**config.mk**
```make
export PLATFORM = sky130hd
export DESIGN_NAME = ycchain_loader
export DESIGN_NICKNAME = d
export VERILOG_FILES = /design/src/rtl/ycchain_loader.sv
export SDC_FILE = /design/constraint.sdc
export NUM_CORES = 1
export LEC_CHECK = 0
export ABC_AREA = 0
export BUFFER_PORTS_ARGS = -buffer_cell sky130_fd_sc_hd__buf_2
export CORE_MARGIN = 4
export CORE_UTILIZATION = 30
export DETAILED_ROUTE_END_ITERATION = 8
export PLACE_DENSITY = 0.45
export SLEW_MARGIN = 20
export SYNTH_ARGS = -nofsm -noshare
export SYNTH_HDL_FRONTEND = slang
export SYNTH_SLANG_ARGS = --single-unit
```
**constraint.sdc**
```tcl
create_clock -name clk -period 3.88 [get_ports clk]
set_clock_uncertainty 0.1 [all_clocks]
set_input_delay 0.97 -clock clk [delete_from_list [all_inputs] [get_ports clk]]
set_output_delay 0.97 -clock clk [all_outputs]
set_load 0.005 [all_outputs]
```
**src/rtl/ycchain_loader.sv**
```systemverilog
// ycchain_loader
//   Drives the 3-bit-per-cell configuration shift chain of a row of yellow
//   cells. It takes one 3-bit cell code per valid/ready handshake and shifts
//   it out MSB-first on cbitout, using a confclk generated from clk. The array
//   is held in reset while a frame loads.
//
//   Optional feature (macro YCCHAIN_READBACK_EN): the bits leaving the chain
//   tail on cbitin are captured and presented as rb_code with an rb_valid
//   strobe, one per cell. Without the macro those ports are absent and
//   cbitin is ignored.
//
// Parameters
//   CELLS  number of cells; one frame = CELLS codes
//   DIV    clk cycles per confclk phase (1..255)
//
// Ports
//   clk, reset        system clock, async active-high reset
//   start             begin a frame (sampled in IDLE only)
//   code/code_valid/code_ready   host code handshake
//   confclk, cbitout  chain shift clock and serial data out
//   cbitin            serial data returning from the chain tail
//   array_reset       yellow-cell reset, high while unconfigured or loading
//   busy, done        frame in progress / one-cycle completion pulse
//   rb_code, rb_valid readback code and strobe (macro builds only)
module ycchain_loader #(
  parameter int unsigned CELLS = 16,
  parameter int unsigned DIV   = 1
) (
  input  logic       clk,
  input  logic       reset,
  input  logic       start,
  input  logic [2:0] code,
  input  logic       code_valid,
  output logic       code_ready,
  output logic       confclk,
  output logic       cbitout,
  input  logic       cbitin,
  output logic       array_reset,
  output logic       busy,
  output logic       done
`ifdef YCCHAIN_READBACK_EN
  ,
  output logic [2:0] rb_code,
  output logic       rb_valid
`endif
);

  localparam int unsigned CNT_W = $clog2(CELLS + 1);
  localparam logic [7:0] PHASE_LOAD = 8'(DIV - 1);
  localparam logic [CNT_W-1:0] LAST_CODE = CNT_W'(CELLS - 1);

  typedef enum logic [2:0] {
    S_IDLE,
    S_WAIT_CODE,
    S_SHIFT_LO,
    S_SHIFT_HI,
    S_FINISH
  } state_t;

  state_t           state_q, state_d;
  logic [2:0]       shreg_q, shreg_d;
  logic [1:0]       bit_cnt_q, bit_cnt_d;
  logic [CNT_W-1:0] code_cnt_q, code_cnt_d;
  logic [7:0]       timer_q, timer_d;
  logic             phase_end;

  logic code_ready_q, code_ready_d;
  logic confclk_q, confclk_d;
  logic cbitout_q, cbitout_d;
  logic array_reset_q, array_reset_d;
  logic busy_q, busy_d;
  logic done_q, done_d;

  assign phase_end = (timer_q == 8'd0);

  // State and datapath registers
  always_ff @(posedge clk or posedge reset) begin
    if (reset) begin
      state_q       <= S_IDLE;
      shreg_q       <= 3'b000;
      bit_cnt_q     <= 2'd0;
      code_cnt_q    <= '0;
      timer_q       <= 8'd0;
      code_ready_q  <= 1'b0;
      confclk_q     <= 1'b0;
      cbitout_q     <= 1'b0;
      array_reset_q <= 1'b1;
      busy_q        <= 1'b0;
      done_q        <= 1'b0;
    end else begin
      state_q       <= state_d;
      shreg_q       <= shreg_d;
      bit_cnt_q     <= bit_cnt_d;
      code_cnt_q    <= code_cnt_d;
      timer_q       <= timer_d;
      code_ready_q  <= code_ready_d;
      confclk_q     <= confclk_d;
      cbitout_q     <= cbitout_d;
      array_reset_q <= array_reset_d;
      busy_q        <= busy_d;
      done_q        <= done_d;
    end
  end

  // Next state; timer is a down-counter reloaded on every phase entry
  always_comb begin
    state_d    = state_q;
    shreg_d    = shreg_q;
    bit_cnt_d  = bit_cnt_q;
    code_cnt_d = code_cnt_q;
    timer_d    = timer_q;
    case (state_q)
      S_IDLE: begin
        if (start) begin
          state_d    = S_WAIT_CODE;
          code_cnt_d = '0;
        end
      end
      S_WAIT_CODE: begin
        if (code_valid && code_ready_q) begin
          shreg_d   = code;
          bit_cnt_d = 2'd2;
          timer_d   = PHASE_LOAD;
          state_d   = S_SHIFT_LO;
        end
      end
      S_SHIFT_LO: begin
        if (phase_end) begin
          timer_d = PHASE_LOAD;
          state_d = S_SHIFT_HI;
        end else begin
          timer_d = timer_q - 8'd1;
        end
      end
      S_SHIFT_HI: begin
        if (phase_end) begin
          shreg_d = {shreg_q[1:0], 1'b0};
          if (bit_cnt_q != 2'd0) begin
            bit_cnt_d = bit_cnt_q - 2'd1;
            timer_d   = PHASE_LOAD;
            state_d   = S_SHIFT_LO;
          end else begin
            code_cnt_d = code_cnt_q + CNT_W'(1);
            state_d    = (code_cnt_q == LAST_CODE) ? S_FINISH : S_WAIT_CODE;
          end
        end else begin
          timer_d = timer_q - 8'd1;
        end
      end
      S_FINISH: state_d = S_IDLE;
      default:  state_d = S_IDLE;
    endcase
  end

  // Outputs are registered from the next state so each one changes only on clk
  always_comb begin
    code_ready_d = (state_d == S_WAIT_CODE);
    confclk_d    = (state_d == S_SHIFT_HI);
    busy_d       = (state_d == S_WAIT_CODE) || (state_d == S_SHIFT_LO) ||
                   (state_d == S_SHIFT_HI);
    done_d       = (state_d == S_FINISH);
    // cbitout only moves on entry to SHIFT_LO, giving DIV cycles of setup
    // before and DIV cycles of hold after each confclk rising edge.
    cbitout_d    = cbitout_q;
    if ((state_d == S_SHIFT_LO) && (state_q != S_SHIFT_LO)) begin
      cbitout_d = shreg_d[2];
    end
    array_reset_d = array_reset_q;
    if ((state_q == S_IDLE) && (state_d == S_WAIT_CODE)) begin
      array_reset_d = 1'b1;
    end else if (state_d == S_FINISH) begin
      array_reset_d = 1'b0;
    end
  end

  assign code_ready  = code_ready_q;
  assign confclk     = confclk_q;
  assign cbitout     = cbitout_q;
  assign array_reset = array_reset_q;
  assign busy        = busy_q;
  assign done        = done_q;

`ifdef YCCHAIN_READBACK_EN
  logic [2:0] rb_shift_q, rb_shift_d;
  logic [2:0] rb_code_q, rb_code_d;
  logic       rb_valid_q, rb_valid_d;

  always_ff @(posedge clk or posedge reset) begin
    if (reset) begin
      rb_shift_q <= 3'b000;
      rb_code_q  <= 3'b000;
      rb_valid_q <= 1'b0;
    end else begin
      rb_shift_q <= rb_shift_d;
      rb_code_q  <= rb_code_d;
      rb_valid_q <= rb_valid_d;
    end
  end

  // Tail bit is sampled in the last low cycle, before the chain shifts.
  // The strobe lands in the same cycle the FSM returns to WAIT_CODE/FINISH.
  always_comb begin
    rb_shift_d = rb_shift_q;
    if ((state_q == S_SHIFT_LO) && phase_end) begin
      rb_shift_d = {rb_shift_q[1:0], cbitin};
    end
    rb_valid_d = (state_q == S_SHIFT_HI) && phase_end && (bit_cnt_q == 2'd0);
    rb_code_d  = rb_valid_d ? rb_shift_q : rb_code_q;
  end

  assign rb_code  = rb_code_q;
  assign rb_valid = rb_valid_q;
`else
  logic cbitin_unused;
  assign cbitin_unused = cbitin;
`endif

endmodule

```
==> results_dict.tcl, run 1 <==
set metrics [dict create \
    antenna_found_initial 0 \
    cts_sinks 26 \
    crit_family "simple AND/OR/NAND/NOR gates" \
    slowest_delay_ns 0.44 \
    synth-edff-count 0 \
    ys_async_sr_fraction_pct 100.0 \
    ctsHoldBuffers 0 \
    ff2ff_path_depth 6 \
    num_antenna_cells 0 \
    p_leak_nw 0.7128 \
    stdcell_count 201 \
    cp-start-kind "flip-flop" \
    yosys-top-cells-area "dfrtp_1, ha_1, a21oi_1, inv_1, nand2_1" \
    yosys.cell_types.count 42 \
    cp_num_cells 6 \
    ioPinCount 14 \
    finalCriticalPeriod_ns 2.072 \
    drcViolationCount 0 \
    rrSetupSlack_ns 1.81 \
    dp.cells 197 \
    synth.most_common_cell "dfrtp_1" \
    grt_overflow_total 0 \
    ant_nets 0 \
    grt_pass1_wl_um 5168 \
    syn_area_mm2 0.001353 \
    htreeDepth 1 \
    cp-startpoint "timer_q[0]$_DFFE_PP0P_" \
    hold_viol 0 \
    grt.total_usage_pct 11.91 \
    vias 1043 \
    powerDensity_mw_per_mm2 735.8 \
    ys_seq_area_share_pct 48.20 \
    fmaxAchievable_mhz 482.6 \
    synth.top_cells.by_count "dfrtp_1, inv_1, nand2_1" \
    fin_tns_setup_ns 0 \
    r2r-start "timer_q[0]$_DFFE_PP0P_" \
    cts_resized 0 \
    cp_max_fo 5 \
    grt_max_degree 27 \
    cts-root-buf "clkbuf_8" \
    core_mm2 0.004354 \
    crit_arrival_ns 2.14 \
    netlist.area_leader.share_pct 46.25 \
    post_cts_buffers 0 \
    gp_congestion 0.7731 \
    dr.pass1.iters 4 \
    clk_pin_slew_ns 0.09 \
    crit_type "reg -> reg" \
    wl_um 2873 \
    whs_ns 0.3983 \
    status "completed" \
    dp_slack_ns 1.504 \
    cts-buffers-inserted 3 \
    slew-limit-headroom_pct 55.13 \
    cts_tree "yes" \
    ir_worst_vdd_mv 0.2524 \
    layout-drive-gt1-share_pct 17.45 \
    start_util_pct 31.06 \
    yosysWarnings 0 \
    cts_buffer_depth 2 \
    rsz0062_at_grt "no" \
    viasPerCell 5.189 \
    required_ns 3.94 \
    p_total_mw 1.113 \
    end_kind "flip-flop" \
    synth_top_area_cell "dfrtp_1" \
    crit_buf_inv 1 \
    die_area_mm2 0.005647 \
    slew_viol_final 0 \
    synth_cells 135 \
    grt_pass1_vias 1064 \
    initialDrtViolationCount 53 \
    setup_ws_ns 1.808 \
    wire_per_inst_um 14.29 \
    portBuffers 12 \
    dp_hpwl_um 2147 \
    fin_crit_sh_pct 53.40 \
    finalSetupViolations 0 \
    std_cell_rows 24 \
    synth_seq_cells 26 \
    drv_cap 0 \
    synth_ff_type "dfrtp_1" \
    fin_nets 162 \
    worst_pin_slew_ns 0.6637 \
    clk_latency_ns 0.27 \
    die_height_um 75.15 \
    worstPathCellList "inv_1 -> ha_1 -> or3b_4 -> nor4_4 -> nor2_1 -> a221o_1" \
    hold_path.class "reg -> reg" \
    synthesis.area_per_instance_um2 10.02 \
    areaGrowthSynthToFinish_pct 11.84 \
    r2r_end "cbitout$_DFFE_PP0P_" \
    die_w_um 75.15 \
    slowest_stage "or3b_4" \
    crit_end "cbitout$_DFFE_PP0P_" \
    syn_nets 147 \
]
==> state kept, by name, summed over array words and instances, names as in the netlist <==
| signal | flops |
|---|---|
| array_reset | 1 |
| bit_cnt_q | 2 |
| busy | 1 |
| cbitout | 1 |
| code_cnt_q | 5 |
| code_ready | 1 |
| confclk | 1 |
| done | 1 |
| shreg_q | 2 |
| state_q | 3 |
| timer_q | 8 |
==> logic make-up (layout without fill, tap and decap cells) <==
group / Yosys count / in the layout / synth area share (%)
and+or+nand+nor: 51 / 51 / 23.13
AOI/OAI and AO/OA: 37 / 37 / 18.69
DFF: 26 / 26 / 48.20
buffers and inverters: 14 / 28 / 4.070
adders and majority gates: 4 / 4 / 3.700
muxes: 2 / 2 / 1.573
xor gates and xnor gates: 1 / 1 / 0.6477
==> metrics by stage <==
step / area [um^2] / utilization, %
floorplan: 1353 / -
global placement: 1468 / 33.71
detailed placement: 1468 / 33.71
CTS: 1513 / 34.74
global route: 1513 / 34.74
finish: 1513 / 34.74
==> where the power goes <==
| group | internal (mW) | total (mW) | switching, mW | leakage, nW |
|---|---|---|---|---|
| clock | 0.0736 | 0.160 | 0.0865 | 0.0228 |
| combinational | 0.207 | 0.463 | 0.256 | 0.379 |
| sequential | 0.376 | 0.490 | 0.114 | 0.311 |
==> area by class of cell <==
class / instances / area [um^2]
fillers: 442 / 2841
flip-flops and latches: 26 / 651.9
multi-input cells: 95 / 645.6
well taps: 52 / 65.06
repair buffers: 12 / 60.06
clock buffers: 4 / 45.04
inverters: 12 / 45.04
==> worst min path at each step <==
stage                                  startpoint                       to  slack (ns)  depth (start not counted)
after floorplan           array_reset$_DFFE_PP1P_  array_reset$_DFFE_PP1P_        0.37                          2
after global placement    array_reset$_DFFE_PP1P_  array_reset$_DFFE_PP1P_        0.37                          2
after detailed placement  array_reset$_DFFE_PP1P_  array_reset$_DFFE_PP1P_        0.40                          2
after CTS                 array_reset$_DFFE_PP1P_  array_reset$_DFFE_PP1P_        0.41                          2
after global routing          cbitout$_DFFE_PP0P_      cbitout$_DFFE_PP0P_        0.44                          1
final                     array_reset$_DFFE_PP1P_  array_reset$_DFFE_PP1P_        0.40                          2
==> cells in the final DEF (no fill, tap or decap), drive strengths merged, types with 2 or more instances in the layout <==
cell type   n
nor4        4
o21a        3
a221o       2
buf        12
nor2        9
a22oi       3
or4         4
and3        4
o211ai      2
o22ai       2
a31oi       3
o21ai       6
nand2b      4
nand2      10
nand3       4
inv        12
nor3        5
clkbuf      4
ha          4
a21oi      10
dfrtp      25
==> worst reg2reg max path, cell delays in order (launching register included) <==
cell	delay [ns]
dfrtp_1	0.43
inv_1	0.07
ha_1	0.19
or3b_4	0.44
nor4_4	0.33
nor2_1	0.10
a221o_1	0.30
==> metal layers <==
layer	wire length, um	up-vias	GRT usage (%)
li1	-	528	-
met1	1489	495	17.66
met2	1219	18	17.31
met3	143	2	3.471
met4	19	0	2.330
met5	0	-	0
No activity file was read; power rests on OpenSTA's default activity.
==> run 2, diff against run 1 <==
- PLACE_DENSITY: 0.45 -> 0.47
- clock period: 3.88 -> 1.8 ns (I/O delays scaled with it)
==> run 2 against run 1 <==
  * The run now ends with negative setup slack left
  * Global-route usage is 0.96 points higher
  * Via count is 13% higher
  * First-iteration DRC count is 62% lower
  * Combinational power grew to 3.4 times the previous value
  * Clock-buffer cell count stayed put
  * Critical endpoint unchanged
  * Largest cell class is now multi-input combinational cells
==> results_dict.tcl, run 2 (synthesis results as in run 1) <==
set metrics [dict create \
    fmaxAchievable_mhz 548.4 \
    clk_latency_ns 0.27 \
    die_w_um 75.15 \
    seqCellArea_um2 651.9 \
    rrSetupSlack_ns -0.02 \
    fillCellCount 430 \
    top_regs "timer_q: 8 flops, code_cnt_q: 5 flops, state_q: 3 flops" \
    gp_congestion 0.7718 \
    die_area_mm2 0.005647 \
    portBuffers 12 \
    cts-buffers-inserted 3 \
    crit_arrival_ns 1.88 \
    antenna_found_initial 0 \
    final_common_cell "buf_4" \
    crit_type "reg -> reg" \
    r2r-start "timer_q[5]$_DFFE_PP0P_" \
    die_height_um 75.15 \
    cp_max_fo 3 \
    ir_worst_vdd_mv 0.8362 \
    fin_crit_sh_pct 101.3 \
    core_mm2 0.004354 \
    vias 1175 \
    num_antenna_cells 0 \
    cts-root-buf "clkbuf_8" \
    viasPerCell 5.087 \
    cp-start-kind "flip-flop" \
    multiInputGateArea_um2 723.2 \
    top_register "timer_q" \
    cp-startpoint "timer_q[5]$_DFFE_PP0P_" \
    wire_per_inst_um 13.86 \
    cts_sinks 26 \
    ioPinCount 14 \
    p_leak_nw 0.8811 \
    status "finished, violations left" \
    final_cell_mix "buf_4, dfrtp_1, buf_2" \
    dr.pass1.iters 4 \
    std_cell_rows 24 \
    largest_register_ffs 8 \
    areaGrowthSynthToFinish_pct 35.43 \
    hold_viol 0 \
    required_ns 1.86 \
    setup_ws_ns -0.02362 \
    grt_pass1_vias 1167 \
    powerDensity_mw_per_mm2 1588 \
    clk_pin_slew_ns 0.09 \
    grt.total_usage_pct 12.87 \
    dp.cells 221 \
    start_util_pct 31.06 \
    hold_path.class "in -> async" \
    slew_viol_final 0 \
    finalSetupViolations 1 \
    violations "negative setup slack" \
    end_kind "flip-flop" \
    cts_buffer_depth 2 \
    drv_cap 0 \
    cts_tree "yes" \
    dp_hpwl_um 2317 \
    fin_nets 192 \
    htreeDepth 1 \
    rsz0062_at_grt "yes" \
    stdcell_count 231 \
    ant_nets 0 \
    initialDrtViolationCount 20 \
    slew-limit-headroom_pct 69.54 \
    finalCriticalPeriod_ns 1.824 \
    worst_pin_slew_ns 0.4564 \
    dp_slack_ns -0.05180 \
    grt_overflow_total 0 \
    grt_max_degree 17 \
    grt_pass1_wl_um 5492 \
    drcViolationCount 0 \
    ctsHoldBuffers 0 \
    layout-drive-gt1-share_pct 36.87 \
    wl_um 3201 \
]
-- run 2: layout make-up --
type,instances,area share (%)
Inverter,12,2.459
Sequential cell,26,35.59
Tap cell,52,3.552
Multi-Input combinational cell,95,39.48
Clock buffer,4,2.459
Timing Repair Buffer,42,16.46
-- run 2: layer usage --
layer | up-vias | share of wire [%] | GRT usage [%] | routed length (um)
met2 | 16 | 45 | 20.02 | 1431
li1 | 585 | - | - | -
met1 | 570 | 50 | 17.38 | 1613
met4 | 0 | 1.3 | 4.272 | 42
met5 | - | 0 | 0 | 0
met3 | 4 | 3.5 | 3.471 | 113
-- run 2: through the flow --
stage / cell area (um^2) / hold slack (ns) / TNS (ns) / utilization [%] / power [mW]
4_1_cts: 1757 / 0.08158 / -0.05959 / 40.34 / 2.800
2_1_floorplan: 1353 / 0.3687 / -0.05709 / - / 1.824
3_3_place_gp: 1660 / 0.3739 / -0.2115 / 38.13 / 2.304
6_report: 1832 / 0.06982 / -0.02362 / 42.07 / 2.908
3_5_place_dp: 1660 / 0.3810 / -0.2161 / 38.13 / 2.335
5_1_grt: 1832 / 0.1012 / -0.5371 / 42.07 / 3.177
-- run 2: worst max-delay path, cell delays in order, from the launching register on --
cell     delay (ns)
dfrtp_1        0.41
or4_4          0.57
nor4_4         0.26
nor2_2         0.07
a221o_1        0.30
-- run 2: power breakdown --
part	switching [mW]	internal, mW
registers	0.204	0.811
clock network	0.178	0.158
logic	0.768	0.789
total	1.15	1.76
-- run 2: final timing paths --
check,to,cells past startpoint
max reg2reg,cbitout$_DFFE_PP0P_,4
max,cbitout$_DFFE_PP0P_,4
min reg2reg,array_reset$_DFFE_PP1P_,2
min,bit_cnt_q[0]$_DFFE_PP0P_,2
max in group asynchronous,timer_q[4]$_DFFE_PP0P_,3
min in group clk,shreg_q[1]$_DFFE_PP0P_,2
-- run 2: repair_timing --
item	in CTS	in global routing
pin swaps	1	6
gates resized for setup	9	11
endpoints found under the setup margin	10	20
buffers inserted	3	4
==> run 3, diff against run 2 <==
- clock period: 1.8 -> 1.48 ns (I/O delays scaled with it)
==> run 3 against run 2 <==
  * The run still ends with negative setup slack left
  * Sequential power rose by 19%
  * Sequential share of layout area is 6.1 points lower
  * Fmax fell by 3.2%
  * Via count grew 9.4%
  * Combinational power grew 83%
  * Largest cell class unchanged
  * Largest power group unchanged
  * Setup slack worse by 0.38 ns
  * Cell area grew 21%
  * Non-clock buffer count rose by 21
  * Clock power is 83% higher
  * Hold slack worse by 0.045 ns
  * Clock-buffer cell count down 1
==> results_dict.tcl, run 3 (synthesis results as in run 1) <==
set metrics [dict create \
    slowest_stage "or4_4" \
    cts_sinks 26 \
    whs_ns 0.02505 \
    p_total_mw 4.678 \
    initialDrtViolationCount 33 \
    final_cell_mix "buf_4, dfrtp_1, buf_6" \
    die_w_um 75.15 \
    crit_arrival_ns 1.95 \
    largest_register_ffs 8 \
    fillCellCount 394 \
    worstPathCellList "or4_4 -> nor4_4 -> nor2_1 -> a221o_1" \
    die_area_mm2 0.005647 \
    drv_cap 0 \
    fmaxAchievable_mhz 530.6 \
    met1_length_um 1720 \
    top_regs "timer_q: 8 flops, code_cnt_q: 5 flops, state_q: 3 flops" \
    slowest_delay_ns 0.61 \
    areaGrowthSynthToFinish_pct 63.64 \
    grt.total_usage_pct 15.48 \
    cp_max_fo 3 \
    rsz0062_at_grt "yes" \
    power.switching_mw 1.842 \
    wl_um 3943 \
    placed_cell_area_mm2 0.001772 \
    cts_buffer_depth 2 \
    grt_pass1_wl_um 6465 \
    top_register "timer_q" \
    violations "negative setup slack" \
    power.share.clock_pct 13.1 \
    drcViolationCount 0 \
    ioPinCount 14 \
    gp_congestion 0.8680 \
    finalCriticalPeriod_ns 1.885 \
    p_leak_nw 1.035 \
    fin_tns_setup_ns -5.953 \
    wire_per_inst_um 15.58 \
    grt_pass1_vias 1304 \
    switching_share_pct 39.37 \
    required_ns 1.54 \
    clk_latency_ns 0.28 \
    slew-limit-headroom_pct 69.42 \
    layout-drive-gt1-share_pct 53.23 \
    ir_worst_vdd_mv 0.9422 \
    met3_length_um 67 \
    setup_ws_ns -0.4048 \
    antenna_found_initial 0 \
    cts-root-buf "clkbuf_8" \
    vias 1285 \
    cts-buffers-inserted 3 \
    pwr-share-seq_pct 25.8 \
    start_util_pct 31.06 \
    powerDensity_mw_per_mm2 2113 \
    finalSetupViolations 26 \
    dr.pass1.iters 4 \
    portBuffers 12 \
    status "finished, violations left" \
    crit_type "reg -> reg" \
    core_mm2 0.004354 \
    top_layer_used "met4" \
    htreeDepth 1 \
    grt_overflow_total 0 \
    hold_path.class "in -> async" \
    cp-start-kind "flip-flop" \
    hold_viol 0 \
    viasPerCell 5.079 \
    end_kind "flip-flop" \
    dr_wl_met2_um 2132 \
    slew_viol_final 0 \
    p_int_mw 2.836 \
    clk_pin_slew_ns 0.10 \
    final_area_mm2 0.002213 \
    fin_crit_sh_pct 127.3 \
    ctsHoldBuffers 0 \
    std_cell_rows 24 \
    fin_nets 214 \
    grt_max_degree 27 \
    cts_tree "yes" \
    dp_hpwl_um 2536 \
    die_height_um 75.15 \
    worst_pin_slew_ns 0.4573 \
    num_antenna_cells 0 \
    pwr-share-comb_pct 61.1 \
    ant_nets 0 \
    final_common_cell "buf_4" \
]
[run 3: cell count changes in the layout (fill, tap and decap cells not counted), moves of 2 or more]
cell / previous run / this run
buf_4: 28 / 36
nor4_2: 3 / 0
a21oi_1: 9 / 4
buf_6: 1 / 15
nor4_4: 1 / 4
a21oi_2: 0 / 5
o21ai_1: 1 / 3
a22oi_1: 3 / 1
a22oi_2: 0 / 2
o21ai_0: 4 / 1
[run 3: worst max-delay path, delay by kind of cell, from the launching register on]
family / cells / cell delay (ns)
flip-flops: 1 / 0.40
AO/OA/AOI/OAI: 1 / 0.30
AND/OR/NAND/NOR: 3 / 0.96
[run 3: area by class of cell]
type	count	area, um^2	area share [%]
tap	52	65.06	2.940
inverter	12	45.04	2.035
timing repair buffer	63	499.2	22.56
sequential	26	653.1	29.51
multi-input combinational	96	879.6	39.74
clock buffer	3	41.29	1.865
clock inverter	1	30.03	1.357
[run 3: power groups by stage]
stage	Clock [mW]	Sequential [mW]	Combinational, mW
6_report	0.614	1.21	2.86
5_1_grt	0.661	1.24	3.11
4_1_cts	0.621	1.20	2.60
3_5_place_dp	0	1.18	1.89
3_3_place_gp	0	1.17	1.84
2_1_floorplan	0	1.20	1.04
[run 3: worst paths after layout]
kind / from / endpoint / slack, ns / cells past startpoint
setup / recovery: timer_q[5]$_DFFE_PP0P_ / cbitout$_DFFE_PP0P_ / -0.40 / 4
hold / removal: reset / state_q[0]$_DFF_PP0_ / 0.03 / 3
setup reg to reg: timer_q[5]$_DFFE_PP0P_ / cbitout$_DFFE_PP0P_ / -0.40 / 4
hold reg to reg: array_reset$_DFFE_PP1P_ / array_reset$_DFFE_PP1P_ / 0.39 / 2
max in group asynchronous: reset / array_reset$_DFFE_PP1P_ / 0.94 / 3
min in group clk: code[1] / shreg_q[1]$_DFFE_PP0P_ / 0.22 / 2
[run 3: timing repair]
item	in CTS	in global routing
cloned	1	0
buffers inserted	9	4
endpoints found under the setup margin	26	26
gates resized for setup	46	17
pin swaps	21	11
[run 3: per-layer routing]
metal	track usage [%]	up-vias
met1	19.64	628
met3	2.270	2
met4	6.990	0
met2	26.02	20
met5	0	-
li1	-	635
[run 3: per-stage QoR]
step           setup WS, ns  instances  utilization [%]
2_1_floorplan       -0.3620        135                -
3_3_place_gp        -0.3695        236            40.69
3_5_place_dp        -0.3889        236            40.69
4_1_cts             -0.3823        250            48.85
5_1_grt             -0.4550        253            50.83
6_report            -0.4048        253            50.83
